File: src/rtl/iopad_ccff_loader_pkg.sv
// Shared types and constants for the io-column ccff programming controller.
// The CRC helper is only used when CCFF_READBACK_EN is defined.
package iopad_ccff_loader_pkg;

    typedef enum logic [2:0] {
        ST_IDLE   = 3'd0,
        ST_FETCH  = 3'd1,
        ST_SHIFT  = 3'd2,
        ST_VERIFY = 3'd3,
        ST_DONE   = 3'd4
    } state_e;

    localparam logic [15:0] CRC_POLY = 16'h1021;
    localparam logic [15:0] CRC_INIT = 16'hFFFF;

    // One serial step of CRC-16/CCITT, MSB-first register update.
    function automatic logic [15:0] crc16_step(input logic [15:0] crc, input logic din);
        logic fb;
        fb = crc[15] ^ din;
        return {crc[14:0], 1'b0} ^ (fb ? CRC_POLY : 16'h0000);
    endfunction

endpackage

File: src/rtl/iopad_ccff_loader_crc16.sv
// Serial CRC-16/CCITT accumulator (init 0xFFFF); clr has priority over en.
module ccff_crc16
    import iopad_ccff_loader_pkg::*;
(
    input  logic        clk,
    input  logic        rst_n,
    input  logic        clr,
    input  logic        en,
    input  logic        din,
    output logic [15:0] crc
);

    logic [15:0] r_crc;

    always_ff @(posedge clk or negedge rst_n) begin
        if (!rst_n) begin
            r_crc <= CRC_INIT;
        end else if (clr) begin
            r_crc <= CRC_INIT;
        end else if (en) begin
            r_crc <= crc16_step(r_crc, din);
        end
    end

    assign crc = r_crc;

endmodule

File: src/rtl/iopad_ccff_loader.sv
// Loads CHAIN_LEN bits LSB-first from a word stream into the io-column ccff chain.
// Define CCFF_READBACK_EN to add a non-destructive recirculating CRC check after the load.
module iopad_ccff_loader
    import iopad_ccff_loader_pkg::*;
#(
    parameter int CHAIN_LEN = 64,
    parameter int WORD_W    = 32
) (
    input  logic              prog_clock,
    input  logic              global_reset_n,
    input  logic              start,
    input  logic              abort,
    input  logic [WORD_W-1:0] word_data,
    input  logic              word_valid,
    output logic              word_ready,
    output logic              config_enable,
    output logic              ccff_head,
    input  logic              ccff_tail,
    output logic              busy,
    output logic              done,
    output logic              error,
    output state_e            o_dbg_state
);

    localparam int REM_W = $clog2(CHAIN_LEN + 1);
    localparam int BIT_W = $clog2(WORD_W + 1);

    // word_ready/word_valid: a word transfers on the rising edge where both are high;
    // word_ready is only offered in FETCH and drops the cycle after the transfer.
    state_e            r_state;
    logic [REM_W-1:0]  r_rem;
    logic [BIT_W-1:0]  r_bits;
    logic [WORD_W-1:0] r_sreg;
    logic              r_ready;
    logic              r_cfg_en;
    logic              r_busy;
    logic              r_done;

    logic [WORD_W-1:0] w_sreg_nxt;
    logic [REM_W-1:0]  w_rem_dec;
    logic [BIT_W-1:0]  w_bits_dec;
    logic [BIT_W-1:0]  w_first_bits;
    logic              w_rem_last;
    logic              w_word_last;

    assign w_sreg_nxt   = r_sreg >> 1;
    assign w_rem_dec    = (r_rem != '0) ? r_rem - REM_W'(1) : '0;
    assign w_bits_dec   = (r_bits != '0) ? r_bits - BIT_W'(1) : '0;
    assign w_rem_last   = (r_rem <= REM_W'(1));
    assign w_word_last  = (r_bits <= BIT_W'(1));
    assign w_first_bits = (int'(r_rem) >= WORD_W) ? BIT_W'(WORD_W) : BIT_W'(r_rem);

`ifdef CCFF_READBACK_EN
    logic        r_verify;
    logic        r_error;
    logic        w_crc_clr;
    logic [15:0] w_crc_head;
    logic [15:0] w_crc_tail;
    logic [15:0] w_crc_tail_nxt;

    assign w_crc_clr = (r_state == ST_IDLE) && start && !abort;

    ccff_crc16 u_crc_head (
        .clk   (prog_clock),
        .rst_n (global_reset_n),
        .clr   (w_crc_clr),
        .en    (r_state == ST_SHIFT),
        .din   (r_sreg[0]),
        .crc   (w_crc_head)
    );

    ccff_crc16 u_crc_tail (
        .clk   (prog_clock),
        .rst_n (global_reset_n),
        .clr   (w_crc_clr),
        .en    (r_state == ST_VERIFY),
        .din   (ccff_tail),
        .crc   (w_crc_tail)
    );

    // The final tail bit is folded in here so error can rise together with done.
    assign w_crc_tail_nxt = crc16_step(w_crc_tail, ccff_tail);
    // Recirculation must be a straight wire: a flop in the loop would rotate the chain.
    assign ccff_head      = r_verify ? ccff_tail : r_sreg[0];
    assign error          = r_error;
`else
    logic w_unused_tail;
    assign w_unused_tail = ccff_tail;
    assign ccff_head     = r_sreg[0];
    assign error         = 1'b0;
`endif

    always_ff @(posedge prog_clock or negedge global_reset_n) begin
        if (!global_reset_n) begin
            r_state  <= ST_IDLE;
            r_rem    <= '0;
            r_bits   <= '0;
            r_sreg   <= '0;
            r_ready  <= 1'b0;
            r_cfg_en <= 1'b0;
            r_busy   <= 1'b0;
            r_done   <= 1'b0;
`ifdef CCFF_READBACK_EN
            r_verify <= 1'b0;
            r_error  <= 1'b0;
`endif
        end else if (abort) begin
            r_state  <= ST_IDLE;
            r_sreg   <= '0;
            r_ready  <= 1'b0;
            r_cfg_en <= 1'b0;
            r_busy   <= 1'b0;
            r_done   <= 1'b0;
`ifdef CCFF_READBACK_EN
            r_verify <= 1'b0;
`endif
        end else begin
            r_done <= 1'b0;
            case (r_state)
                ST_IDLE: begin
                    if (start) begin
                        r_state <= ST_FETCH;
                        r_ready <= 1'b1;
                        r_busy  <= 1'b1;
                        r_rem   <= REM_W'(CHAIN_LEN);
                        r_bits  <= '0;
`ifdef CCFF_READBACK_EN
                        r_error <= 1'b0;
`endif
                    end
                end
                ST_FETCH: begin
                    if (word_valid) begin
                        r_state  <= ST_SHIFT;
                        r_sreg   <= word_data;
                        r_bits   <= w_first_bits;
                        r_ready  <= 1'b0;
                        r_cfg_en <= 1'b1;
                    end
                end
                ST_SHIFT: begin
                    r_sreg <= w_sreg_nxt;
                    r_rem  <= w_rem_dec;
                    r_bits <= w_bits_dec;
                    if (w_rem_last) begin
                        // Leftover upper bits of the last word are dropped here.
                        r_sreg <= '0;
`ifdef CCFF_READBACK_EN
                        r_state  <= ST_VERIFY;
                        r_verify <= 1'b1;
                        r_rem    <= REM_W'(CHAIN_LEN);
`else
                        r_state  <= ST_DONE;
                        r_cfg_en <= 1'b0;
                        r_done   <= 1'b1;
`endif
                    end else if (w_word_last) begin
                        r_state  <= ST_FETCH;
                        r_sreg   <= '0;
                        r_cfg_en <= 1'b0;
                        r_ready  <= 1'b1;
                    end
                end
`ifdef CCFF_READBACK_EN
                ST_VERIFY: begin
                    r_rem <= w_rem_dec;
                    if (w_rem_last) begin
                        r_state  <= ST_DONE;
                        r_verify <= 1'b0;
                        r_cfg_en <= 1'b0;
                        r_done   <= 1'b1;
                        r_error  <= (w_crc_head != w_crc_tail_nxt);
                    end
                end
`endif
                ST_DONE: begin
                    r_state <= ST_IDLE;
                    r_busy  <= 1'b0;
                end
                default: begin
                    r_state <= ST_IDLE;
                end
            endcase
        end
    end

    assign word_ready    = r_ready;
    assign config_enable = r_cfg_en;
    assign busy          = r_busy;
    assign done          = r_done;
    assign o_dbg_state   = r_state;

endmodule

File: config.mk
export PLATFORM = sky130hd
export DESIGN_NAME = iopad_ccff_loader
export DESIGN_NICKNAME = d
export VERILOG_FILES = /design/src/rtl/iopad_ccff_loader_pkg.sv /design/src/rtl/iopad_ccff_loader_crc16.sv /design/src/rtl/iopad_ccff_loader.sv
export SDC_FILE = /design/constraint.sdc
export NUM_CORES = 1
export LEC_CHECK = 0
export ABC_AREA = 1
export CAP_MARGIN = 20
export CORE_MARGIN = 4
export CORE_UTILIZATION = 50
export DETAILED_ROUTE_END_ITERATION = 8
export PLACE_DENSITY = 0.77
export SLEW_MARGIN = 20
export SYNTH_ARGS = -nofsm -noshare
export SYNTH_HDL_FRONTEND = slang
export SYNTH_SLANG_ARGS = --single-unit
File: constraint.sdc
create_clock -name prog_clock -period 3.4 [get_ports prog_clock]
set_input_delay 0.34 -clock prog_clock [delete_from_list [all_inputs] [get_ports prog_clock]]
set_output_delay 0.34 -clock prog_clock [all_outputs]
set_load 0.01 [all_outputs]
==> PnR_summary.wiki, run 1 <==
{| class="wikitable"
! Metric !! Value
|-
| Clock-pin slew on the worst setup and hold paths || around 90 ps
|-
| GR Util All Layers || a little under a fifth
|-
| Cell count of the worst reg-to-reg path || 9
|-
| Peak VDD IR || about 0.4 mV
|-
| Via count of the first global-routing pass || between 2k and 3k
|-
| Crit Path Max Fanout || 33
|-
| Ratio of cells with drive above 1 in the final layout || around 4%
|-
| # clock sinks || 52
|-
| Buffers inserted by post-CTS timing repair || 0
|-
| Number of buffer cells added on primary ports || 44
|-
| Critical Path Source || o_dbg_state[0]
|-
| Post-CTS sizing || 0
|-
| Multi-input logic area || ~0.0014 mm²
|-
| Core Rows || 28
|-
| Antenna violations before repair || 0
|-
| Maximum number of pins on one net before global-route repair || 39
|-
| Design Power || about 2000 µW
|-
| Critical Path Sink || r_sreg[8]
|-
| Mapped Cells || about 440
|-
| Sequential fraction of the synthesis area || 43.0%
|-
| Aggregate global routing overflow || 0
|-
| Startpoint type of the worst setup path || flop
|-
| Critical path required time || 3640 ps
|-
| Detailed-route vias per instance || between 4 and 5
|-
| Most common cell after layout, fill and taps aside || nand2_1
|-
| Start of the worst register-to-register path || o_dbg_state[0]
|-
| Unique cell type count in the Yosys netlist || 26
|-
| Placer Congestion || approximately 0.87
|-
| Largest area contributor in the synthesized netlist || dfrtp_1
|-
| Number of antenna cells inserted || 0
|-
| XOR/XNOR Fraction of Synth Area || between 1 and 1.5%
|-
| Sum Neg Setup Slack || 0 ps
|-
| Final Net Count || ~520
|-
| Shortest period the worst path allows || just under 2000 ps
|-
| Total count of hold-check failures in the final report || 0
|-
| Post-place instance area || between 0.003 and 0.004 mm²
|-
| Number of fillers in the final layout || roughly 550
|-
| Routed vias || approximately 2.7k
|-
| Worst-skew pair later-pin latency || around 310 ps
|-
| Final count of negative-setup-slack endpoints || 0
|-
| HPWL after DPL || 4420 µm
|-
| #FFs+latches synth || between 50 and 60
|-
| DRC violation count after routing || 0
|-
| CTS max path bufs || 2
|-
| Leak || between 0.0015 and 0.002 µW
|-
| Routed wirelength normalized by instance count || 11.7 µm
|-
| Worst relative slew slack || a little over two fifths
|-
| Final max-slew violation count || 0
|-
| Area growth syn-to-layout || 18.8%
|-
| Startpoint-to-endpoint class of the critical path || flop to flop
|-
| Global-route wire length before repair || between 10,000 and 15,000 µm
|-
| Type of the tightest min-delay check || primary input to asynchronous set/reset pin
|-
| Total routed wirelength || roughly 6400 µm
|-
| Top library cells by usage in the layout, fill and taps aside || nand2_1, nor2_1, inv_1
|-
| Number of nets still failing antenna checks after routing || 0
|-
| DRC violation total after the first TritonRoute iteration || 153
|-
| Post-route cell area || about 0.0036 mm²
|-
| Routed wire length on met3 || 288 µm
|-
| Largest cells by area after synthesis || dfrtp_1, nand2_1, o21bai_1
|-
| Syn Nets || between 400 and 500
|-
| Worst-case clock skew || between 10 and 15 ps
|-
| Setup repair after global routing missed its margin || no
|-
| Least-Margin Pin Slew || approximately 850 ps
|-
| Die Y || around 86 µm
|-
| Register area || around 0.0013 mm²
|-
| Worst-case register-to-register setup slack || 1440 ps
|-
| Number of buffers created by CTS || 5
|-
| Worst setup EP type || flop
|-
| Critical R2R Capture || r_sreg[8]
|-
| Multiplexer area fraction after synthesis || 0%
|-
| Synth Area in Compound Gates || 11.1%
|-
| Core area || approximately 0.0059 mm²
|-
| CTS H-Tree Depth || 2
|-
| First-pass detailed-route iteration total || 4
|-
| Max_cap viols || 0
|-
| Top-level port count || 47
|-
| Total power per unit cell area || ~550 mW/mm²
|-
| Die Outline Area || 0.00737 mm²
|-
| CTS hold repair buffers || 0
|-
| Achievable frequency || 0.510 GHz
|-
| TritonCTS clock tree || yes
|-
| Synth top area share || 43.0%
|-
| CTS Root Cell || clkbuf_8
|-
| Cell area after technology mapping || about 0.003 mm²
|-
| Ys Warns || 0
|-
| Final core utilization || roughly three fifths
|-
| Initial standard-cell utilization of the core || ~50%
|-
| Adder-cell share of the synthesized area || under 10%
|-
| Chip width || 85.8 µm
|-
| Post-layout instance count excluding filler cells || about 550
|-
| Combinational family with the most area after synthesis || simple AND/OR/NAND/NOR gates
|-
| Outcome || finished clean
|-
| Synth Area in Simple Gates || between 30 and 40%
|-
| Critical Path AT || around 2200 ps
|-
| Post-route fraction of the period consumed by the critical path || between 50% and 60%
|-
| Average footprint of a synthesized cell || between 6 and 7 µm²
|-
| Detailed route wirelength on metal2 || about 3100 µm
|-
| Cell Count Post-Placement || 543
|-
| Top Layer Used || met4
|-
| Wire length the detailed router placed on met1 || between 2000 and 3000 µm
|}
[Yosys cell counts, drive strengths merged]
library cell / n
a21oi: 1
buf: 14
clkbuf: 2
conb: 1
dfrtp: 52
ha: 4
inv: 56
nand2: 172
nand3: 15
nand4: 3
nor2: 62
nor3: 1
o211ai: 1
o21ai: 11
o21bai: 31
o22ai: 4
xnor2: 2
xor2: 3
[layout make-up]
class                           instances  area share [%]
Clock buffer                            6            2.02
Tap cell                               75            2.61
Multi-Input combinational cell        311            39.7
Inverter                               56            5.85
Timing Repair Buffer                   49            13.2
Sequential cell                        52            36.2
Clock inverter                          2           0.452
[through the flow]
step / worst slack [ps] / hold slack [ps]
after floorplan: 1800 / 44.4
after global placement: 1440 / 461
after detailed placement: 1440 / 466
after CTS: 1420 / 161
after global routing: 1200 / 206
final: 1440 / 139
[where the power goes]
part / switching (µW) / total, µW / internal, µW
Sequential: 91.1 / 850 / 759
Clock: 202 / 349 / 147
Combinational: 501 / 787 / 286
Total: 794 / 1990 / 1190
[worst max-delay path, cell delays in order (launching register included)]
cell and delay [ps]:
dfrtp_1 450, nor2_4 230, nand2_2 120, inv_2 80, buf_4 340, o21ai_4 100
nor2_2 80, buf_4 310, nand2_1 90, nand2_1 70
[how the worst min path moves through the flow]
stage / start / slack, ps / end / cells after the start
4_1_cts: global_reset_n / 160 / r_sreg[27] / 1
5_1_grt: global_reset_n / 210 / r_sreg[0] / 1
3_5_place_dp: r_sreg[21] / 470 / r_sreg[21] / 2
2_1_floorplan: global_reset_n / 40 / busy / 0
3_3_place_gp: r_sreg[16] / 460 / r_sreg[16] / 2
6_report: global_reset_n / 140 / r_sreg[25] / 1
[routing by layer]
metal,vias to the layer above,GRT usage [%]
li1,1395,-
met1,1237,23.8
met2,48,34.0
met3,5,3.27
met4,0,4.60
met5,-,0
[flip-flops by register name, summed over array words and instances (netlist names)]
signal         cells
config_enable      1
word_ready         1
done               1
busy               1
r_bits             6
o_dbg_state        3
r_sreg            32
r_rem              7
[logic make-up after synthesis]
group / Yosys count
buffers and inverters: 72
adder cells (fa/ha/maj): 4
flip-flops: 52
XOR/XNOR: 5
other: 1
AND/OR/NAND/NOR: 253
AO/OA/AOI/OAI: 48
No activity file was read; power rests on OpenSTA's default activity.
==> run 2, diff against run 1 <==
==> constraint.sdc (replaced) <==
create_clock -name prog_clock -period 1.85 [get_ports prog_clock]
set_input_delay 0.185 -clock prog_clock [delete_from_list [all_inputs] [get_ports prog_clock]]
set_output_delay 0.185 -clock prog_clock [all_outputs]
set_load 0.01 [all_outputs]
==> run 2 against run 1 <==
  * First-iteration DRC count rose by 20%
  * Clock power is 86% higher
  * Via count grew 1.1%
  * Global-route usage is 1.1 points lower
  * Wire length down 2.2%
  * Critical path depth down 1
  * Cell count grew 0.54%
  * Largest power group unchanged
==> PnR_summary.wiki, run 2 (same netlist as run 1, synthesis figures left out) <==
{| class="wikitable"
! Metric !! Value
|-
| Biggest regs || r_sreg: 32 flops, r_rem: 7 flops, r_bits: 6 flops
|-
| Top-level port count || 47
|-
| Number of buffer cells added on primary ports || between 40 and 50
|-
| Setup repair after global routing missed its margin || no
|-
| Start of the worst register-to-register path || r_bits[0]
|-
| Cell repeated most along the worst path || nand2_1
|-
| Core Rows || 28
|-
| Critical Path Sink || r_sreg[17]
|-
| Critical Path Source || r_bits[0]
|-
| Least-Margin Pin Slew || just under 500 ps
|-
| CTS Root Cell || clkbuf_8
|-
| GR Util All Layers || approximately 18%
|-
| Number of buffer and inverter instances along the worst setup path || 2
|-
| Worst relative slew slack || between 60 and 70%
|-
| Post-route fraction of the period consumed by the critical path || about nine tenths
|-
| Initial standard-cell utilization of the core || 51.4%
|-
| Worst setup EP type || flop
|-
| Maximum number of pins on one net before global-route repair || 53
|-
| Delay-heaviest family, CP || compound AO/OA/AOI/OAI gates
|-
| Worst-case clock skew || between 10 and 15 ps
|-
| Routed wirelength normalized by instance count || 11.4 µm
|-
| Sum Neg Setup Slack || 0 ps
|-
| Total routed wirelength || roughly 6300 µm
|-
| Final Net Count || between 500 and 600
|-
| Routed vias || between 2k and 3k
|-
| Total power per unit cell area || approximately 1000 mW/mm²
|-
| Placer Congestion || around 0.87
|-
| Clock-pin slew on the worst setup and hold paths || about 100 ps
|-
| Total count of hold-check failures in the final report || 0
|-
| Critical R2R Capture || r_sreg[17]
|-
| Via count of the first global-routing pass || about 2.5k
|-
| Core area || between 0.005 and 0.006 mm²
|-
| Register containing the most flip-flops in the final layout || r_sreg
|-
| Ratio of cells with drive above 1 in the final layout || under 10%
|-
| Aggregate global routing overflow || 0
|-
| Final count of negative-setup-slack endpoints || 0
|-
| DRC violation count after routing || 0
|-
| First-pass detailed-route iteration total || 4
|-
| Critical Path AT || 1950 ps
|-
| Global-route wire length before repair || roughly 11,000 µm
|-
| Number of fillers in the final layout || 517
|-
| Leak || ~0.0019 µW
|-
| Die Y || 85.8 µm
|-
| DRC violation total after the first TritonRoute iteration || 183
|-
| Worst path slowest cell || dfrtp_1
|-
| # clock sinks || 52
|-
| Outcome || finished clean
|-
| Worst-case register-to-register setup slack || roughly 150 ps
|-
| CTS H-Tree Depth || 2
|-
| CTS max path bufs || 2
|-
| Number of nets still failing antenna checks after routing || 0
|-
| Hold Slack || 389 ps
|-
| Antenna violations before repair || 0
|-
| Largest register FFs || 32
|-
| Chip width || ~86 µm
|-
| Area growth syn-to-layout || 21.2%
|-
| Top library cells by usage in the layout, fill and taps aside || nand2_1, nor2_1, inv_1
|-
| Startpoint-to-endpoint class of the critical path || flop to flop
|-
| Levels on crit path || 8
|-
| Number of buffers created by CTS || 5
|-
| Achievable frequency || 0.589 GHz
|-
| Final max-slew violation count || 0
|-
| Critical path cell sequence || inv_1 -> ha_1 -> o211ai_1 -> buf_12 -> nand2_1 -> o21bai_1 -> nand2_1 -> nand2_1
|-
| HPWL after DPL || ~4300 µm
|-
| Max_cap viols || 0
|-
| Startpoint type of the worst setup path || flop
|-
| Die Outline Area || approximately 0.0074 mm²
|-
| TritonCTS clock tree || yes
|-
| Number of antenna cells inserted || 0
|-
| Cell count of the worst reg-to-reg path || 8
|-
| Most common cell after layout, fill and taps aside || nand2_1
|-
| Critical path required time || approximately 2100 ps
|-
| Crit Path Max Fanout || 32
|-
| Peak VDD IR || between 0.5 and 0.6 mV
|-
| Type of the tightest min-delay check || primary input to asynchronous set/reset pin
|-
| Shortest period the worst path allows || roughly 1700 ps
|-
| Largest stage delay, worst path || about 400 ps
|-
| Worst-skew pair later-pin latency || approximately 300 ps
|-
| Detailed-route vias per instance || about 4.9
|}
[run 2: worst reg2reg max path, cell delays in order, from the launching register on]
cell,delay (ps)
dfrtp_1,400
inv_1,80
ha_1,250
o211ai_1,300
buf_12,230
nand2_1,100
o21bai_1,170
nand2_1,70
nand2_1,60
[run 2: layer usage]
layer	GRT usage, %	part of all wire (%)	up-vias
met5	0	0	-
met4	5.32	1.1	0
met3	3.46	4.4	8
met2	31.3	48	55
met1	22.6	47	1248
li1	-	-	1403
[run 2: power by group]
group / switching (µW) / internal (µW)
clock: 378 / 270
sequential: 169 / 1390
combinational: 931 / 608
[run 2: area by class of cell]
type	count	area, µm²	area share [%]
sequential	52	1300	35.4
clock buffer	6	72.6	1.98
tap	75	93.8	2.56
inverter	56	210	5.73
timing repair buffer	52	548	14.9
clock inverter	2	16.3	0.443
multi-input combinational	311	1430	38.9
[run 2: worst min path at each step]
stage / from / end / slack, ps / cells after the start
after floorplan: global_reset_n / busy / -110 / 0
after global placement: global_reset_n / r_sreg[26] / 200 / 2
after detailed placement: global_reset_n / r_sreg[27] / 200 / 2
after CTS: global_reset_n / r_sreg[27] / 410 / 3
after global routing: global_reset_n / r_sreg[27] / 420 / 3
final: global_reset_n / r_sreg[27] / 390 / 3
[run 2: stage by stage]
stage	setup slack, ps	utilization [%]	power (µW)	instance area, µm²	cells
finish	151	62.4	3750	3670	554
global route	29.3	62.4	4050	3670	554
CTS	153	62.4	3770	3670	554
detailed placement	112	60.7	3120	3570	545
global placement	145	60.7	3080	3570	545
floorplan	246	-	2600	3030	435
[run 2: timing repair]
action | 4_1_cts | 5_1_grt
setup endpoints to repair | 0 | 0
resized for setup | 0 | 0
endpoints found under the hold margin | 52 | 0
setup buffers | 0 | 0
hold buffers | 1 | 0
==> run 3, diff against run 2 <==
--- a/config.mk
+++ b/config.mk
@@ -11,6 +11,7 @@
 export CORE_UTILIZATION = 50
 export DETAILED_ROUTE_END_ITERATION = 8
 export PLACE_DENSITY = 0.77
+export SKIP_LAST_GASP = 1
 export SLEW_MARGIN = 20
 export SYNTH_ARGS = -nofsm -noshare
 export SYNTH_HDL_FRONTEND = slang
==> results of run 3 <==
No change in the layout: final DEF, timing and power equal those of run 2.
